File: config.mk
export PLATFORM = sky130hd
export DESIGN_NAME = regfile_wb_arbiter
export DESIGN_NICKNAME = d
export VERILOG_FILES = /design/src/rtl/regfile_wb_arbiter.sv
export SDC_FILE = /design/constraint.sdc
export NUM_CORES = 1
export LEC_CHECK = 0
export BUFFER_PORTS_ARGS = -buffer_cell sky130_fd_sc_hd__clkbuf_2
export CAP_MARGIN = 20
export CELL_PAD_IN_SITES_DETAIL_PLACEMENT = 1
export CELL_PAD_IN_SITES_GLOBAL_PLACEMENT = 1
export CORE_ASPECT_RATIO = 0.6
export CORE_MARGIN = 1
export CORE_UTILIZATION = 35
export CTS_CLUSTER_DIAMETER = 50
export DETAILED_ROUTE_END_ITERATION = 7
export GPL_ROUTABILITY_DRIVEN = 0
export GPL_TIMING_DRIVEN = 0
export HOLD_SLACK_MARGIN = 0.15
export PLACE_DENSITY_LB_ADDON = 0.1
export SYNTH_ARGS = -nofsm -noshare
export SYNTH_HDL_FRONTEND = slang
export SYNTH_SLANG_ARGS = --single-unit
File: constraint.sdc
create_clock -name clk -period 2.35 [get_ports clk]
set_clock_uncertainty 0.1 [all_clocks]
set_input_delay 0.47 -clock clk [delete_from_list [all_inputs] [get_ports clk]]
set_output_delay 0.47 -clock clk [all_outputs]
set_load 0.01 [all_outputs]
File: src/rtl/regfile_wb_arbiter.sv
`default_nettype none
// ============================================================================
// Module      : regfile_wb_arbiter
// Description : Two-requester write-back arbiter for a register file (ALU and
//               load unit) with starvation protection for the ALU, a
//               registered write port, and a pending-load scoreboard used for
//               source-register hazard detection.
// Revision    : 1.0 - initial release
// ----------------------------------------------------------------------------
// Ports
//   clk          rising-edge clock
//   reset        asynchronous active-low reset (asserted when 0)
//   alu_valid    ALU write-back request
//   alu_rd/data  ALU destination register / result
//   alu_ready    ALU request accepted this cycle
//   lsu_valid    load-unit write-back request
//   lsu_rd/data  load destination register / data
//   lsu_ready    load request accepted this cycle
//   issue_valid  a load is issued; issue_rd becomes pending
//   issue_rd     destination register of the issued load
//   Rs1, Rs2     source registers checked for hazards
//   hazard       a source register has a pending load
//   WE, Rd, WD   registered register-file write port
//   busy_mask    pending-load scoreboard (bit 0 always 0)
// ============================================================================
module regfile_wb_arbiter #(
  parameter int WIDTH        = 32,
  parameter int STARVE_LIMIT = 4
) (
  input  logic             clk,
  input  logic             reset,
  input  logic             alu_valid,
  input  logic [4:0]       alu_rd,
  input  logic [WIDTH-1:0] alu_data,
  output logic             alu_ready,
  input  logic             lsu_valid,
  input  logic [4:0]       lsu_rd,
  input  logic [WIDTH-1:0] lsu_data,
  output logic             lsu_ready,
  input  logic             issue_valid,
  input  logic [4:0]       issue_rd,
  input  logic [4:0]       Rs1,
  input  logic [4:0]       Rs2,
  output logic             hazard,
  output logic             WE,
  output logic [4:0]       Rd,
  output logic [WIDTH-1:0] WD,
  output logic [31:0]      busy_mask
);

  localparam logic [3:0] LIMIT = 4'(STARVE_LIMIT);

  logic [3:0]  starve_cnt;
  logic [3:0]  starve_nxt;
  logic        starved;
  logic        src_lsu;     // registered write came from the load unit
  logic [31:0] busy_set;
  logic [31:0] busy_clr;
  logic [31:0] busy_nxt;

  assign starved = (starve_cnt == LIMIT);

  // Grants are gated by reset so both readies drop the instant reset asserts.
  always_comb begin
    alu_ready = 1'b0;
    lsu_ready = 1'b0;
    if (reset) begin
      alu_ready = alu_valid & (~lsu_valid | starved);
      lsu_ready = lsu_valid & ~(alu_valid & starved);
    end
  end

  // Count denied ALU cycles; any cycle without a pending denied ALU request
  // (idle or granted) restarts the count.
  always_comb begin
    starve_nxt = 4'd0;
    if (alu_valid && !alu_ready) begin
      starve_nxt = starved ? starve_cnt : starve_cnt + 4'd1;
    end
  end

  always_ff @(posedge clk or negedge reset) begin
    if (!reset) begin
      starve_cnt <= 4'd0;
    end else begin
      starve_cnt <= starve_nxt;
    end
  end

  // Registered write port; Rd/WD hold when idle so only WE drops.
  always_ff @(posedge clk or negedge reset) begin
    if (!reset) begin
      WE      <= 1'b0;
      Rd      <= 5'd0;
      WD      <= '0;
      src_lsu <= 1'b0;
    end else if (alu_ready) begin
      WE      <= (alu_rd != 5'd0);
      Rd      <= alu_rd;
      WD      <= alu_data;
      src_lsu <= 1'b0;
    end else if (lsu_ready) begin
      WE      <= (lsu_rd != 5'd0);
      Rd      <= lsu_rd;
      WD      <= lsu_data;
      src_lsu <= 1'b1;
    end else begin
      WE      <= 1'b0;
      src_lsu <= 1'b0;
    end
  end

  // Scoreboard: a pending bit clears on the edge the load's data is actually
  // written (registered WE from the LSU). A new issue on that edge wins.
  always_comb begin
    busy_set = 32'd0;
    busy_clr = 32'd0;
    if (issue_valid) begin
      busy_set[issue_rd] = 1'b1;
    end
    if (WE && src_lsu) begin
      busy_clr[Rd] = 1'b1;
    end
    busy_nxt    = (busy_mask & ~busy_clr) | busy_set;
    busy_nxt[0] = 1'b0;
  end

  always_ff @(posedge clk or negedge reset) begin
    if (!reset) begin
      busy_mask <= 32'd0;
    end else begin
      busy_mask <= busy_nxt;
    end
  end

  // Bit 0 of busy_mask is never set, so x0 sources cannot raise a hazard.
  assign hazard = busy_mask[Rs1] | busy_mask[Rs2];

endmodule
`default_nettype wire

=== Word level (Yosys, flattened, before mapping) ===
Index checks and enable logic that the tools add are counted.
Widths: inputs -> output; s select.

* Bitwise operators: 10
* Equal/unequal tests: 2
* Reductions and logical operators: 8
* Muxes and demuxes: 22
* Order comparisons: 6
* Add/subtract/negate cells: 1

{| class="wikitable"
|+ Operators by type and width
! kind !! number
|-
| $mux 32 || 4
|-
| $and 32x32->32 || 1
|-
| $not 32->32 || 1
|-
| $or 32x32->32 || 1
|-
| $lt 5x6->1 const B || 4
|-
| $bmux 1 s5 || 2
|-
| $demux 1 s5 || 2
|-
| $ge 5x1->1 const B || 2
|-
| $mux 1 || 10
|-
| $mux 5 || 2
|-
| $reduce_bool 5->1 || 2
|-
| $mux 4 || 2
|-
| $add 4x1->4 const B || 1
|-
| $eq 4x3->1 const B || 1
|-
| $logic_and 1x1->1 || 4
|-
| $and 1x1->1 || 3
|-
| $ne 2x2->1 const B || 1
|-
| $not 1->1 || 2
|-
| $or 1x1->1 || 2
|-
| $reduce_bool 2->1 || 1
|-
| $logic_not 1->1 || 1
|}

* Output and inout bits: 73
* Word-level logic and storage cells: 55
* Bits in registers: 74
* Bits of input ports: 94

=== Depth between registers and ports, before layout ===
Gate-level depths: netlist of the first run.

* Word-level depth: 8
* Gate-level depth with buffers: 8

=== Worst setup path before layout of the first run ===
No wires, ideal clock.

* Path type: input-to-output
* Start point: input Rs2[1]
* End point: output hazard
* Required time: 1,780 ps
* Buffers on the path: 1
* Setup slack: 61 ps
* Arrival: 1,719 ps
* Stages on the path: 6
* Path through: clkbuf_1 mux4_2 mux2i_1 nor3b_1 a31oi_1 o211ai_1

* Word-level cells in the longest chain between the ends: 3

{| class="wikitable"
|+ RTL lines
! what !! RTL line !! text
|-
| start: declaration || 43 || <nowiki>input logic [4:0] Rs2,</nowiki>
|-
| $bmux 1 s5 || 137 || <nowiki>assign hazard = busy_mask[Rs1] | busy_mask[Rs2];</nowiki>
|-
| $mux 1 (implied by the code) || 137 ||
|-
| $or 1x1->1 || 137 ||
|-
| end: declaration || 44 || <nowiki>output logic hazard,</nowiki>
|}

Every way passes these cells. The select of a mux whose other input is x is not followed.

=== Worst setup path after layout of the first run ===
* Start point: register busy_mask[21]
* End point: output hazard

* Word-level cells in the longest chain between the ends: 3
* Elaborated cells between the ends (all ways): 5
* Classes of those cells: mux (4); bitwise (1)

{| class="wikitable"
|+ RTL lines
! what !! RTL line !! text
|-
| start: declaration || 48 || <nowiki>output logic [31:0] busy_mask</nowiki>
|-
| start signal: assignment || 132 || <nowiki>busy_mask <= busy_nxt;</nowiki>
|-
| $bmux 1 s5 || 137 ||
|-
| $mux 1 (implied by the code) || 137 ||
|-
| $or 1x1->1 * || 137 ||
|}

Every way passes the cells marked *; elsewhere a longest branch is shown, timed or not. The select of a mux whose other input is x is not followed.

==> summary.md, run 1 <==
| Metric | Value |
|---|---|
| Fillcell total | 1210 |
| Max Slew Vio Count | 0 |
| Max-slew headroom | 65.9% |
| Peak VDD IR | 0.468 mV |
| Min-delay worst type | in -> async |
| Share of cells above drive strength 1 | 40.8% |
| Dpl cells | 674 |
| Status | finished with violations |
| Ys Warns | 0 |
| DP Wirelength | 10300 um |
| First-pass GRT wire length | 21800 um |
| CTS clk-pin slew, worst paths | 0.06 ns |
| Fin cells | 714 |
| Largest net degree at the start of global routing | 33 |
| Crit start category | register |
| Synth Cell Area | 3750 um2 |
| Worst-path maximum fanout | 4 |
| # setup viols final | 1 |
| Core area | 10100 um2 |
| H-tree depth | 3 |
| Largest area contributor in the netlist | dfrtp_1 |
| RSZ-0062 raised after global routing | true |
| Via count | 3830 |
| Inserted Clock Buffers | 9 |
| Critical Path AT | 2.01 ns |
| Cell variety after synth | 38 |
| Initial core utilization | 37.1% |
| Slew @ Worst Pin | 0.510 ns |
| Pwr per Cell Area | 736 nW/um2 |
| I/O pins | 167 |
| Row count | 28 |
| Mean Syn Cell Area | 9.91 um2 |
| Critical setup path kind | reg -> out |
| Pleak | 2.49 nW |
| Initial antenna violation count | 0 |
| Drt drc | 0 |
| Vias in the first global route | 3892 |
| PortBufs | 159 |
| Number of nets in the layout | 670 |
| Setup TNS | -0.235 ns |
| Hold Fails Final Rpt | 0 |
| Dominant cells by area after synthesis | dfrtp_1 (49%), o21ai_0 (8.7%), nand2_1 (8.4%) |
| Final core utilization | 52.2% |
| Area delta synth->final | 40.8% |
| Die Wd | 136 um |
| Initial DRC Count | 231 |
| Fin area | 5290 um2 |
| Achievable Freq | 387 MHz |
| Die Footprint | 11200 um2 |
| Clk_lat worst skew | 0.34 ns |
| Design Power | 3.89 mW |
| Critical path required time | 1.78 ns |
| Final Cycle Share | 110% |
| FF+latch count, synth | 74 |
| Total congestion overflow | 0 |
| Tot GR Track Use | 26.6% |
| Vias per cell | 5.36 |
| Nature of the critical path endpoint | output pin |
| Syn Nets | 475 |
| Routed len/inst | 19.5 um |
| Placed instance area | 4750 um2 |
| Syn Inst Count | 379 |
| Seq/Total Area, Yosys | 49.3% |
| Synth top area share | 49.3% |
| Die H | 82.2 um |
| Failing checks | negative setup slack |
| CTS Buffer Depth | 2 |
| Tmin final | 2.58 ns |
| First-pass DRT Iterations | 4 |
| Post-route setup slack | -0.235 ns |
| Clock Sink Count | 74 |
| Root Driver | clkbuf_16 |
| Post-route ant nets | 0 |
| Ant. Diodes | 0 |
| Max-cap violations | 0 |
| Routed wire length | 13900 um |
| CTS tree | built |
final cells by class:
| type | instances | area (um2) | share of cell area [%] |
|---|---|---|---|
| repair buffers | 184 | 1050 | 19.8 |
| flip-flops and latches | 74 | 1850 | 35.0 |
| well taps | 135 | 169 | 3.20 |
| inverters | 6 | 22.5 | 0.426 |
| plain buffers | 21 | 125 | 2.37 |
| clock buffers | 13 | 250 | 4.73 |
| multi-input cells | 278 | 1810 | 34.2 |
| clock inverters | 3 | 15.0 | 0.284 |
path summary, 6_finish.rpt:
| kind | startpoint | end | slack (ns) | cells after the start |
|---|---|---|---|---|
| worst max-delay path | busy_mask[21]$_DFF_PN0_ | hazard | -0.23 | 5 |
| worst min-delay path | reset | Rd[1]$_DFFE_PN0P_ | 0.17 | 3 |
| worst max register to register | starve_cnt[0]$_DFFE_PN0P_ | WD[24]$_DFFE_PN0P_ | 0.23 | 10 |
| worst min register to register | WD[18]$_DFFE_PN0P_ | WD[18]$_DFFE_PN0P_ | 0.37 | 2 |
| max in group asynchronous | reset | WD[0]$_DFFE_PN0P_ | 1.18 | 2 |
| min in group clk | lsu_data[18] | WD[18]$_DFFE_PN0P_ | 0.25 | 3 |
critical path: stages, from the launching register on:
cell,delay (ns)
dfrtp_1,0.41
mux4_2,0.48
o211ai_1,0.37
o31a_1,0.19
o211ai_1,0.09
buf_2,0.15
layer usage:
layer  vias up  share of wire [%]  global-route usage [%]
met4         0               0.85                    5.62
met3        12                6.2                    5.86
met5         -                  0                       0
li1       1774                  -                       -
met1      1908                 47                    37.4
met2       136                 46                    42.3
cell usage after synthesis, drive strengths merged:
cell	count
or3b	4
or4	2
o31a	1
mux2	3
nor2	11
o21ai	70
and3b	2
a32oi	1
clkbuf	8
nand2b	2
a311oi	1
nor3b	1
mux4	13
a211oi	1
nand3b	10
nand4b	1
conb	1
nand4	1
o211ai	5
nor3	1
a22oi	35
a21oi	9
a31oi	2
or3	3
nand3	5
ha	2
mux2i	7
buf	13
inv	6
nand2	84
dfrtp	74
state kept, by name, indices dropped and copies added, names as in the netlist:
signal	flops
WD	32
Rd	5
src_lsu	1
WE	1
starve_cnt	4
busy_mask	31
layout by cell type, fill, tap and decap left out, types with 7 or more instances in the layout:
cell type and instances:
nand3b_1 10, a21oi_1 7, mux2i_1 7, clkbuf_16 9, o21ai_0 65, nor2_1 10
clkbuf_1 8, buf_4 23, dfrtp_1 74, buf_2 10, mux4_2 11, a22oi_1 35
clkbuf_2 159, nand2_1 84
cell families after synthesis:
| family | share of synthesized area [%] |
|---|---|
| flops | 49.3 |
| buf+inv | 3.37 |
| other cells | 0.0999 |
| mux | 11.0 |
| fa+ha+maj | 0.666 |
| compound gates | 20.0 |
| simple gates | 15.6 |
power by group:
group / internal [mW] / switching (mW)
Clock: 0.740 / 0.526
Combinational: 0.460 / 0.543
Sequential: 1.46 / 0.160
stage by stage:
step	worst slack (ns)	hold slack, ns
after floorplan	0.0611	0.0744
after global placement	-1.70	0.356
after detailed placement	-0.579	0.262
after CTS	-0.222	0.168
after global routing	-0.302	0.179
final	-0.235	0.169
repair_timing:
item | in CTS | in global routing
endpoints found under the setup margin | 10 | 3
gates cloned | 1 | 0
hold buffers | 2 | 0
buffers inserted | 14 | 7
gates resized for setup | 13 | 7
endpoints found under the hold margin | 11 | 0
pin swaps | 5 | 4
(Power assumes the default switching activity.)
==> run 2: changes to the inputs <==
REMOVE_ABC_BUFFERS = 1   (was unset)
==> summary.md, run 2 (same netlist as run 1, synthesis figures left out) <==
| Metric | Value |
|---|---|
| Status | finished with violations |
| Failing checks | negative setup slack |
| Vias in the first global route | 4091 |
| Area delta synth->final | 44.5% |
| Final core utilization | 53.6% |
| Commonest non-fill, non-tap cells in the layout | clkbuf_2 (161), nand2_1 (84), dfrtp_1 (73), o21ai_0 (65), a22oi_1 (35) |
| Drt drc | 0 |
| Worst-path maximum fanout | 4 |
| Tot GR Track Use | 28.7% |
| Slew @ Worst Pin | 0.500 ns |
| WHS | 0.225 ns |
| Inserted Clock Buffers | 9 |
| FF/Latch Area | 1850 um2 |
| Core area | 10100 um2 |
| Max-cap violations | 0 |
| Dpl cells | 661 |
| Critical path required time | 1.78 ns |
| Max-slew headroom | 66.6% |
| Total congestion overflow | 0 |
| First-pass DRT Iterations | 4 |
| Fin cells | 706 |
| Initial core utilization | 37.1% |
| Peak VDD IR | 0.416 mV |
| Max Slew Vio Count | 0 |
| Largest net degree at the start of global routing | 28 |
| Setup TNS | -0.279 ns |
| Fillcell total | 1174 |
| Routed wire length | 15000 um |
| Fin area | 5430 um2 |
| RSZ-0062 raised after global routing | true |
| Achievable Freq | 387 MHz |
| # setup viols final | 2 |
| Final Cycle Share | 110% |
| Vias per cell | 5.53 |
| Area of the multi-input gates | 1830 um2 |
| Number of nets in the layout | 661 |
| Pleak | 2.52 nW |
| Share of cells above drive strength 1 | 40.9% |
| Post-route ant nets | 0 |
| CTS tree | built |
| Initial antenna violation count | 2 |
| Die H | 82.2 um |
| DP Wirelength | 10300 um |
| Pwr per Cell Area | 769 nW/um2 |
| Nature of the critical path endpoint | output pin |
| Critical Path AT | 2.02 ns |
| Largest Register | WD |
| Largest register FFs | 32 |
| Root Driver | clkbuf_16 |
| Initial DRC Count | 263 |
| Hold Fails Final Rpt | 0 |
| Tmin final | 2.59 ns |
| Placed instance area | 4750 um2 |
| PortBufs | 165 |
| First-pass GRT wire length | 23100 um |
| Row count | 28 |
| CTS Buffer Depth | 2 |
| I/O pins | 167 |
| Clk_lat worst skew | 0.35 ns |
| Routed len/inst | 21.3 um |
| Post-route setup slack | -0.236 ns |
| Min-delay worst type | in -> reg |
| Via count | 3904 |
| Commonest non-fill, non-tap cell in the layout | clkbuf_2 |
| H-tree depth | 3 |
| Die Footprint | 11200 um2 |
| CTS clk-pin slew, worst paths | 0.06 ns |
| Die Wd | 136 um |
| Critical setup path kind | reg -> out |
| Clock Sink Count | 74 |
| Top Registers | WD (32), busy_mask (31), Rd (5) |
| Crit start category | register |
==> run 2: area by class of cell <==
class,instances,share of cell area [%]
flip-flops and latches,74,34.1
multi-input cells,279,33.7
repair buffers,195,22.7
clock buffers,11,4.47
well taps,135,3.11
clock inverters,5,1.43
inverters,6,0.415
diodes,1,0.0461
==> run 2: routing by layer <==
metal	vias up	wire (um)	GRT usage, %
met5	-	13	0
met4	2	248	9.33
met3	29	1090	9.71
met2	147	6930	44.9
met1	1971	6750	37.4
li1	1755	-	-
==> run 2: repair_timing <==
item | in CTS | in global routing
pin swaps | 4 | 2
buffers inserted | 13 | 6
gates cloned | 3 | 1
endpoints found under the hold margin | 21 | 0
endpoints found under the setup margin | 40 | 3
gates resized for setup | 14 | 4
hold buffers | 4 | 0
==> run 2: power by group <==
part	internal [mW]	switching (mW)	total (mW)	leakage, nW
Combinational	0.462	0.537	0.999	1.55
Clock	0.955	0.552	1.51	0.156
Sequential	1.46	0.204	1.67	0.818
==> run 2: per-stage QoR <==
step	total power, mW	setup WS (ns)
5_1_grt	4.37	-0.308
3_5_place_dp	2.57	-0.806
6_report	4.17	-0.236
4_1_cts	4.16	-0.188
3_3_place_gp	2.50	-3.51
2_1_floorplan	2.04	-0.949
==> run 2: path summary, 6_finish.rpt <==
check | start | cells after the start | slack (ns) | endpoint
hold reg to reg | WD[1]$_DFFE_PN0P_ | 2 | 0.37 | WD[1]$_DFFE_PN0P_
min in group asynchronous | reset | 2 | 0.43 | WD[19]$_DFFE_PN0P_
setup reg to reg | starve_cnt[1]$_DFFE_PN0P_ | 10 | 0.13 | WD[13]$_DFFE_PN0P_
hold / removal | alu_data[28] | 3 | 0.23 | WD[28]$_DFFE_PN0P_
setup / recovery | busy_mask[15]$_DFF_PN0_ | 6 | -0.24 | hazard
max in group asynchronous | reset | 3 | 1.22 | busy_mask[22]$_DFF_PN0_
==> run 2: worst max-delay path, stage by stage (launching register included) <==
cell	delay (ns)
dfrtp_2	0.45
mux4_2	0.54
mux2i_4	0.21
nor3b_1	0.08
a31oi_1	0.14
o211ai_1	0.11
clkbuf_2	0.14
==> run 3: changes to the inputs <==
CTS_BUF_LIST = sky130_fd_sc_hd__clkbuf_8 sky130_fd_sc_hd__clkbuf_16   (was unset)
==> summary.md, run 3 (same netlist as run 1, synthesis figures left out) <==
| Metric | Value |
|---|---|
| Status | finished with violations |
| Failing checks | negative setup slack |
| Routed len/inst | 21.4 um |
| CTS Buffer Depth | 2 |
| Met1 usage | 37.6% |
| R2R cell count | 10 |
| I/O pins | 167 |
| Largest register FFs | 32 |
| Core area | 10100 um2 |
| Dpl cells | 661 |
| Routed wire length | 15100 um |
| Vias in the first global route | 4094 |
| Initial core utilization | 37.1% |
| H-tree depth | 3 |
| Achievable Freq | 388 MHz |
| Slew @ Worst Pin | 0.526 ns |
| Via count | 3885 |
| Setup TNS | -0.280 ns |
| Max Slew Vio Count | 0 |
| Pleak | 2.53 nW |
| R2R Setup Slk | 0.12 ns |
| Final Cycle Share | 110% |
| Most used routing layer | met2 |
| First-pass DRT Iterations | 4 |
| Root Driver | clkbuf_16 |
| Critical path required time | 1.78 ns |
| Initial DRC Count | 246 |
| Worst-path maximum fanout | 4 |
| Nature of the critical path endpoint | output pin |
| Pwr per Cell Area | 770 nW/um2 |
| Die Footprint | 11200 um2 |
| CTS clk-pin slew, worst paths | 0.06 ns |
| CTS tree | built |
| Peak VDD IR | 0.420 mV |
| Commonest non-fill, non-tap cells in the layout | clkbuf_2 (161), nand2_1 (84), dfrtp_1 (73), o21ai_0 (65), a22oi_1 (35) |
| Fin cells | 705 |
| PortBufs | 165 |
| Total congestion overflow | 0 |
| Post-route ant nets | 0 |
| Crit start category | register |
| DP Wirelength | 10300 um |
| Initial antenna violation count | 1 |
| HP Start | alu_data[28] |
| Critical setup path kind | reg -> out |
| Area delta synth->final | 44.5% |
| Post-route setup slack | -0.228 ns |
| Inserted Clock Buffers | 9 |
| Clock Sink Count | 74 |
| First-pass GRT wire length | 23100 um |
| Die H | 82.2 um |
| Drt drc | 0 |
| Ant. Diodes | 0 |
| Largest net degree at the start of global routing | 28 |
| Critical Path Sink | hazard |
| Max-slew headroom | 64.8% |
| Hold Fails Final Rpt | 0 |
| Tmin final | 2.58 ns |
| Min-delay worst type | in -> reg |
| RSZ-0062 raised after global routing | true |
| Largest Register | WD |
| Clk_lat worst skew | 0.35 ns |
| Number of nets in the layout | 661 |
| Die Wd | 136 um |
| # setup viols final | 2 |
| Critical Path AT | 2.01 ns |
| Top Registers | WD (32), busy_mask (31), Rd (5) |
| RR Startpoint | starve_cnt[1]$_DFFE_PN0P_ |
| Met2 Resource Use GR | 45.1% |
| Tot GR Track Use | 28.7% |
| Max-cap violations | 0 |
| FF-to-FF End | WD[13]$_DFFE_PN0P_ |
| GR met3 Demand/Resource | 9.40% |
| Commonest non-fill, non-tap cell in the layout | clkbuf_2 |
| Row count | 28 |
| CP startpoint | busy_mask[15]$_DFF_PN0_ |
| Vias per cell | 5.51 |
| Share of cells above drive strength 1 | 40.9% |
==> run 3: how the worst min path moves through the flow <==
| stage | endpoint | slack [ns] | cells past startpoint |
|---|---|---|---|
| after floorplan | Rd[0]$_DFFE_PN0P_ | 0.07 | 0 |
| after global placement | WD[14]$_DFFE_PN0P_ | 0.36 | 2 |
| after detailed placement | WD[19]$_DFFE_PN0P_ | 0.32 | 1 |
| after CTS | WD[28]$_DFFE_PN0P_ | 0.23 | 3 |
| after global routing | WD[16]$_DFFE_PN0P_ | 0.25 | 3 |
| final | WD[28]$_DFFE_PN0P_ | 0.22 | 3 |
==> run 3: per-layer routing <==
metal / routed length (um) / vias up
li1: - / 1752
met1: 6670 / 1969
met2: 6980 / 139
met3: 1180 / 23
met4: 222 / 2
met5: 13 / -
==> run 3: power breakdown <==
group,internal [mW],switching [mW],total [mW]
logic,0.462,0.538,1.00
clock network,0.951,0.558,1.51
registers,1.46,0.204,1.67
==> run 3: cell type report <==
type | instances | area (um2)
Inverter | 6 | 22.5
Tap cell | 135 | 169
Sequential cell | 74 | 1850
Timing Repair Buffer | 195 | 1230
Clock buffer | 10 | 239
Clock inverter | 6 | 81.3
Fill cell | 1176 | 4700
Multi-Input combinational cell | 279 | 1830
==> run 3: through the flow <==
stage	cell area, um2	total power [mW]	utilization (%)	setup slack [ns]	hold slack [ns]
floorplan	3650	2.04	-	-0.949	0.0744
global placement	4650	2.50	45.9	-3.51	0.358
detailed placement	4750	2.57	46.9	-0.806	0.324
CTS	5350	4.16	52.8	-0.188	0.231
global route	5420	4.37	53.6	-0.308	0.251
finish	5420	4.17	53.6	-0.228	0.222
==> run 3: timing repair <==
item,in CTS,in global routing
setup buffers,13,6
pin swaps,4,2
setup endpoints to repair,40,2
cloned,3,1
gates resized for setup,14,4
hold buffers,4,0
hold endpoints to repair,21,0
==> run 3: critical path, cell delays in order, from the launching register on <==
cell	delay, ns
dfrtp_2	0.45
mux4_2	0.54
mux2i_4	0.20
nor3b_1	0.07
a31oi_1	0.14
o211ai_1	0.11
clkbuf_2	0.14
